**config.mk**
```make
export PLATFORM = sky130hd
export DESIGN_NAME = hilo_muldiv_unit
export DESIGN_NICKNAME = d
export VERILOG_FILES = /design/src/rtl/hilo_muldiv_unit.sv
export SDC_FILE = /design/constraint.sdc
export NUM_CORES = 1
export LEC_CHECK = 0
export ABC_AREA = 1
export CAP_MARGIN = 20
export CORE_ASPECT_RATIO = 2
export CORE_MARGIN = 2
export CORE_UTILIZATION = 52
export CTS_CLUSTER_DIAMETER = 40
export DETAILED_ROUTE_END_ITERATION = 12
export GPL_TIMING_DRIVEN = 0
export PLACE_DENSITY = 0.82
export SYNTH_ARGS = -nofsm -noshare
export SYNTH_HDL_FRONTEND = slang
export SYNTH_SLANG_ARGS = --single-unit
```
**constraint.sdc**
```tcl
create_clock -name clk -period 2.4 [get_ports clk]
set_input_delay 0.36 -clock clk [delete_from_list [all_inputs] [get_ports clk]]
set_output_delay 0.36 -clock clk [all_outputs]
set_load 0.05 [all_outputs]
```
**src/rtl/hilo_muldiv_unit.sv**
```systemverilog
// Multi-cycle unsigned MULTU/DIVU engine owning the HI/LO pair, with MFHI/MFLO read port.
// Optional MTHI/MTLO write ports are enabled by defining HILO_MTHILO_EN.
module hilo_muldiv_unit #(
  parameter int unsigned DATA_W = 32
) (
  input  logic              clk,
  input  logic              rst,
  input  logic              start,
  input  logic              op,
  input  logic [DATA_W-1:0] a,
  input  logic [DATA_W-1:0] b,
  input  logic [1:0]        lh_sel,
`ifdef HILO_MTHILO_EN
  input  logic              mthi,
  input  logic              mtlo,
  input  logic [DATA_W-1:0] mt_data,
`endif
  output logic [DATA_W-1:0] lh_out,
  output logic [DATA_W-1:0] hi,
  output logic [DATA_W-1:0] lo,
  output logic              busy,
  output logic              stall,
  output logic              done
);

  localparam int unsigned CNT_W = $clog2(DATA_W);
  localparam logic [CNT_W-1:0] LAST_CNT = CNT_W'(DATA_W - 1);

  typedef enum logic [1:0] {S_IDLE, S_MUL, S_DIV} state_t;

  state_t                state_q, state_d;
  logic [CNT_W-1:0]      cnt_q, cnt_d;
  logic [DATA_W-1:0]     opnd_q, opnd_d;
  logic [2*DATA_W-1:0]   acc_q, acc_d;
  logic [DATA_W:0]       rem_q, rem_d;
  logic [DATA_W-1:0]     quo_q, quo_d;
  logic [DATA_W-1:0]     hi_q, hi_d;
  logic [DATA_W-1:0]     lo_q, lo_d;
  logic                  done_q, done_d;

  logic [DATA_W:0]       mul_sum;
  logic [2*DATA_W-1:0]   mul_step;
  logic [DATA_W:0]       div_shift;
  logic [DATA_W+1:0]     div_diff;
  logic                  div_ge;
  logic [DATA_W:0]       div_rem;
  logic [DATA_W-1:0]     div_quo;
  logic                  mt_req;

  // Shift-add step: add multiplicand into upper half when multiplier LSB is set, then shift right.
  always_comb begin
    mul_sum  = {1'b0, acc_q[2*DATA_W-1:DATA_W]} + (acc_q[0] ? {1'b0, opnd_q} : '0);
    mul_step = {mul_sum, acc_q[DATA_W-1:1]};
  end

  // Restoring step: the extra MSB of the difference is the borrow, so ge means non-negative.
  always_comb begin
    div_shift = {rem_q[DATA_W-1:0], quo_q[DATA_W-1]};
    div_diff  = {1'b0, div_shift} - {2'b00, opnd_q};
    div_ge    = ~div_diff[DATA_W+1];
    div_rem   = div_ge ? div_diff[DATA_W:0] : div_shift;
    div_quo   = {quo_q[DATA_W-2:0], div_ge};
  end

`ifdef HILO_MTHILO_EN
  assign mt_req = mthi | mtlo;
`else
  assign mt_req = 1'b0;
`endif

  always_comb begin
    state_d = state_q;
    cnt_d   = cnt_q;
    opnd_d  = opnd_q;
    acc_d   = acc_q;
    rem_d   = rem_q;
    quo_d   = quo_q;
    hi_d    = hi_q;
    lo_d    = lo_q;
    done_d  = 1'b0;
    case (state_q)
      S_IDLE: begin
`ifdef HILO_MTHILO_EN
        if (mthi) hi_d = mt_data;
        if (mtlo) lo_d = mt_data;
`endif
        if (start) begin
          cnt_d   = '0;
          opnd_d  = op ? b : a;
          acc_d   = {{DATA_W{1'b0}}, b};
          rem_d   = '0;
          quo_d   = a;
          state_d = op ? S_DIV : S_MUL;
        end
      end
      S_MUL: begin
        acc_d = mul_step;
        cnt_d = cnt_q + CNT_W'(1);
        if (cnt_q == LAST_CNT) begin
          {hi_d, lo_d} = mul_step;
          done_d       = 1'b1;
          state_d      = S_IDLE;
        end
      end
      S_DIV: begin
        rem_d = div_rem;
        quo_d = div_quo;
        cnt_d = cnt_q + CNT_W'(1);
        if (cnt_q == LAST_CNT) begin
          hi_d    = div_rem[DATA_W-1:0];
          lo_d    = div_quo;
          done_d  = 1'b1;
          state_d = S_IDLE;
        end
      end
      default: state_d = S_IDLE;
    endcase
  end

  always_ff @(posedge clk) begin
    if (rst) begin
      state_q <= S_IDLE;
      cnt_q   <= '0;
      opnd_q  <= '0;
      acc_q   <= '0;
      rem_q   <= '0;
      quo_q   <= '0;
      hi_q    <= '0;
      lo_q    <= '0;
      done_q  <= 1'b0;
    end else begin
      state_q <= state_d;
      cnt_q   <= cnt_d;
      opnd_q  <= opnd_d;
      acc_q   <= acc_d;
      rem_q   <= rem_d;
      quo_q   <= quo_d;
      hi_q    <= hi_d;
      lo_q    <= lo_d;
      done_q  <= done_d;
    end
  end

  // Any HI/LO access or new request while busy must hold the pipeline until the result lands.
  assign busy  = (state_q != S_IDLE);
  assign stall = busy & (start | (lh_sel != 2'b00) | mt_req);
  assign hi    = hi_q;
  assign lo    = lo_q;
  assign done  = done_q;

  always_comb begin
    case (lh_sel)
      2'b01:   lh_out = lo_q;
      2'b10:   lh_out = hi_q;
      default: lh_out = '0;
    endcase
  end

endmodule

```
After elaboration in Yosys (flattened, before gate mapping)
Index checks and enable logic that the tools add are counted.
Word-level totals
  flip-flop bits (word level): 232
  output and inout bits: 99
  word-level logic and storage cells: 63
  bits of input ports: 70
Cells by class
  $add $sub $neg: 3
  mux-type cells: 23
  reduce and logical (&&, ||, !) cells: 15
  bitwise operators: 4
  eq/ne operators: 9
Operator list (number)
  32-bit case mux with 2 select lines: 5
  32-bit two-way mux: 9
  64-bit case mux with 2 select lines: 1
  64-bit two-way mux: 1
  33-bit by 32-bit subtractor with 34-bit output: 1
  32-bit by 32-bit adder with 33-bit output: 1
  2-bit nonzero test: 6
  5-bit case mux with 2 select lines: 1
  2-bit AND reduction: 5
  2-bit two-way mux: 3
  2-bit inequality test (second input constant): 3
  5-bit by 1-bit adder with 5-bit output (second input constant): 1
  5-bit == test (second input constant): 1
  5-bit two-way mux: 1
  2-bit by 1-bit == test with 1-bit output (second input constant): 2
  2-bit == test (second input constant): 2
  2-bit case mux with 2 select lines: 1
  2-bit OR reduction: 2
  3-bit AND reduction: 1
  2-bit logical NOT: 1
  2-bit by 1-bit inequality test with 1-bit output (second input constant): 1
  1-bit inverter: 2
  1-bit bitwise AND: 1
  1-bit two-way mux: 1
  1-bit OR: 1

Depth between registers and ports, before layout
  word-level depth: 4
  mapped depth: 19
  gate-level depth less buffers: 18

Worst setup path after synthesis
Ideal clock, no wire load.
  kind: register to register
  start point: register acc_q[0]
  end point: register hi_q[13], in the netlist hi[13]
  clock period less this slack: 2.418 ns
  cell stages (with the launch flop): 18
  path slack: -0.018 ns
  arrival time: 2.298 ns
  library setup time: 0.120 ns
  required time: 2.280 ns
  path buffers: 2
  cell sequence: dfxtp_1 clkbuf_1 clkbuf_1 nand2_1 inv_1 ha_1 fa_1 nand3_1 nand2_1 nand3_1 nand2_1 nand2_1 nand2_1 or2_2 nand3_1 nand2_1 inv_1 a21oi_1
Between the ends
  longest elaborated chain between the ends: 4
RTL lines
  start: declaration: line 34  | logic [2*DATA_W-1:0] acc_q, acc_d;
  start signal: assignment: line 125  | acc_q <= '0;
  start signal: assignment: line 135  | acc_q <= acc_d;
  32-bit two-way mux: line 52  | mul_sum = {1'b0, acc_q[2*DATA_W-1:DATA_W]} + (acc_q[0] ? {1'b0, opnd_q} : '0);
  32-bit by 32-bit adder with 33-bit output: line 52
  32-bit two-way mux: line 99  | if (cnt_q == LAST_CNT) begin
  32-bit case mux with 2 select lines: line 81  | case (state_q)
  end signal: assignment: line 138  | hi_q <= hi_d;
  end: declaration: line 37  | logic [DATA_W-1:0] hi_q, hi_d;
Every way passes these cells. The select of a mux whose other input is x is not followed.
A chain may end at the register's enable or synchronous reset.

Final worst setup path
  start point: register state_q[0]
  end point: register hi_q[30], in the netlist hi[30]
Between the ends
  longest elaborated chain between the ends: 3
  elaborated cells on any way between the ends: 7
  those cells by class: 4 x eq/ne; 1 x mux; 2 x reduce/logical
RTL lines
  start: declaration: line 31  | state_t state_q, state_d;
  start signal: assignment: line 132  | state_q <= state_d;
  2-bit by 1-bit == test with 1-bit output or 2-bit == test (tied branches): line 81
  2-bit inequality test (no line) or 2-bit nonzero test (tied branches)
  3-bit AND reduction (no line)
Parallel ways exist; a longest one is shown, timed or not.

==> impl_metrics.tcl <==
set metrics [dict create \
    outcome "finished, violations left" \
    violations "setup timing" \
    timing.final.crit_share 1.03 \
    power_leakage_uw 0.00983 \
    pre_cts_ws_ns -1.16 \
    met1_length_um 23100 \
    drt-total-wl_um 76900 \
    grt_use_total 0.457 \
    swShare 0.423 \
    seq_power_share 0.320 \
    synth_most_common_cell "nand2_1" \
    antenna_cells 0 \
    crit_required_ns 2.93 \
    clk_latency_ns 0.59 \
    cts_tree "built" \
    grt_pass1_vias 18384 \
    syn_nets 2701 \
    post-route-util 0.722 \
    fillerInstances 2537 \
    die_w_um 126 \
    cts_max_path_buffers 3 \
    via_per_inst 6.06 \
    synth_cell_types 41 \
    cts_max_level 1 \
    drc 0 \
    yosys-top-cells-area "dfxtp_1, nand2_1, inv_1, a21oi_1, ha_1" \
    rsz0062_at_grt "true" \
    yosys.area.top_type "dfxtp_1" \
    fin_ws_ns -0.0733 \
    core.rowCount 89 \
    hold_viol_final 0 \
    met2_length_um 36900 \
    die_h_um 249 \
    netlist_instances 2557 \
    ctsHoldBuffers 0 \
    slew_headroom 0.276 \
    antenna_left 0 \
    layout_min_cycle_time_ns 2.47 \
    powerDensity_mw_per_mm2 685 \
    seqCellArea_mm2 0.00476 \
    final_area_mm2 0.0213 \
    crit_path_end_kind "flip-flop" \
    synth-edff-count 0 \
    root_buffer "clkbuf_16" \
    worst_pin_slew_ns 1.09 \
    vias 19340 \
    pwr-share-clk 0.297 \
    cp-startpoint "state_q[0]" \
    critPathMaxFanout 10 \
    antenna_found_initial 0 \
    hpwl_um 59300 \
    yosysSeqAreaShare 0.299 \
    cp.arrival_ns 3.00 \
    final_max_slew_viol_count 0 \
    grt_max_degree 17 \
    top_layer "met4" \
    numCtsBuffers 27 \
    io_buffers 167 \
    start_util 0.527 \
    synth_seq_cells 232 \
    gr-total-overflow 0 \
    multi_input_area_mm2 0.0112 \
    placed_area_mm2 0.0177 \
    ys.flop_type "dfxtp_1" \
    hold_class "primary input to flip-flop" \
    syn_avg_cell_area_um2 6.08 \
    gp_congestion 1.08 \
    first_iter_violations 2093 \
    p_comb_frac 0.383 \
    peakVddDrop_mv 0.630 \
    clk_pin_slew_ns 0.07 \
    dieArea_mm2 0.0314 \
    p_sw_uw 6170 \
    p_int_uw 8430 \
    yosys_warnings 0 \
    synth_top_area_share 0.299 \
    cts_num_sinks 232 \
    async_flop_share 0 \
    netlist_area_mm2 0.0155 \
    r2r_start "state_q[0]" \
    wl_met3_um 6500 \
    drive_above_1_share 0.207 \
    finalSetupViolCount 9 \
    worstHoldStart "op" \
    grt_pass1_wl_um 109000 \
    max_freq_ghz 0.404 \
    maxCapViolCount 0 \
    ios 169 \
    ys_top_cells_by_count "nand2_1, inv_1, dfxtp_1" \
    drtPass1Iterations 8 \
    layout.nets 2950 \
    routedWlPerCell_um 24.1 \
    core_mm2 0.0295 \
    areaGrowthSynthToFinish_pct 37.0 \
    power_uw 14600 \
    critical_path_class "flip-flop to flip-flop" \
    fin_skew_ns 0.0102 \
    worst_setup_path_start_kind "flip-flop" \
]
through the flow:
step,std cells,TNS [ns],hold WS [ns]
floorplan,2557,0,0.444
global placement,3088,-85.26,0.453
detailed placement,3088,-96.42,0.463
CTS,3146,-0.406,0.334
global route,3191,-1.92,0.381
finish,3191,-0.283,0.335
cell usage in the layout (no fill, tap or decap), drive strengths merged, types with 34 or more instances in the layout:
master	Yosys	layout
a31oi	100	100
clkbuf	96	123
nor2	127	127
dfxtp	232	232
clkdlybuf4s50	0	131
nand3	168	168
buf	28	114
o21ai	159	159
a21oi	183	183
inv	368	378
ha	72	72
nand4	34	34
nand2	885	886
area by class of cell:
class	instances	area share
Inverter	368	0.0651
Tap cell	364	0.0214
Clock inverter	20	0.00928
Buffer	119	0.0293
Sequential cell	232	0.224
Clock buffer	30	0.0332
Multi-Input combinational cell	1834	0.524
Timing Repair Buffer	224	0.0944
worst max-delay path, cell delays in order, from the launching register on:
cell and delay [ns]:
dfxtp_1 0.36, inv_1 0.08, ha_1 0.21, buf_2 0.22, inv_2 0.16, clkbuf_2 0.39
clkbuf_2 0.52, nand3_2 0.23, nand3_1 0.14, nand2_1 0.07, inv_1 0.05
logic make-up (layout without fill, tap and decap cells):
logic type	Yosys count	count (layout)	synth area share
AO/OA/AOI/OAI	477	477	0.168
adder cells (fa/ha/maj)	74	74	0.0605
buffers and inverters	492	761	0.121
flip-flops	232	232	0.299
AND/OR/NAND/NOR	1257	1258	0.337
XOR/XNOR	25	25	0.0141
flip-flops by register name, indices dropped and copies added, names as in the netlist:
name / count
cnt_q: 5
acc_q: 64
state_q: 2
hi: 32
done: 1
opnd_q: 32
rem_q: 32
quo_q: 32
lo: 32
worst paths after layout:
path | to | slack (ns) | depth (start not counted)
worst min register to register | acc_q[63] | 0.48 | 2
worst min-delay path | opnd_q[1] | 0.33 | 5
worst max-delay path | hi[30] | -0.07 | 10
worst max register to register | hi[30] | -0.07 | 10
repair_timing:
item	in CTS	in global routing
setup buffers	11	44
endpoints found under the setup margin	205	141
cloned	0	3
resized for setup	471	299
pin swaps	26	77
layer usage:
| metal | vias to the layer above | GRT usage |
|---|---|---|
| met2 | 1337 | 0.797 |
| met4 | 0 | 0.454 |
| li1 | 8731 | - |
| met1 | 8757 | 0.433 |
| met3 | 515 | 0.0841 |
| met5 | - | 0 |
power groups by stage:
| stage | Clock [µW] | Sequential [µW] | Combinational [µW] |
|---|---|---|---|
| floorplan | 0 | 4450 | 3080 |
| global placement | 0 | 4660 | 4460 |
| detailed placement | 0 | 4670 | 4520 |
| CTS | 4280 | 4630 | 4810 |
| global route | 4430 | 4670 | 5970 |
| finish | 4330 | 4670 | 5590 |
(Power assumes the default switching activity.)
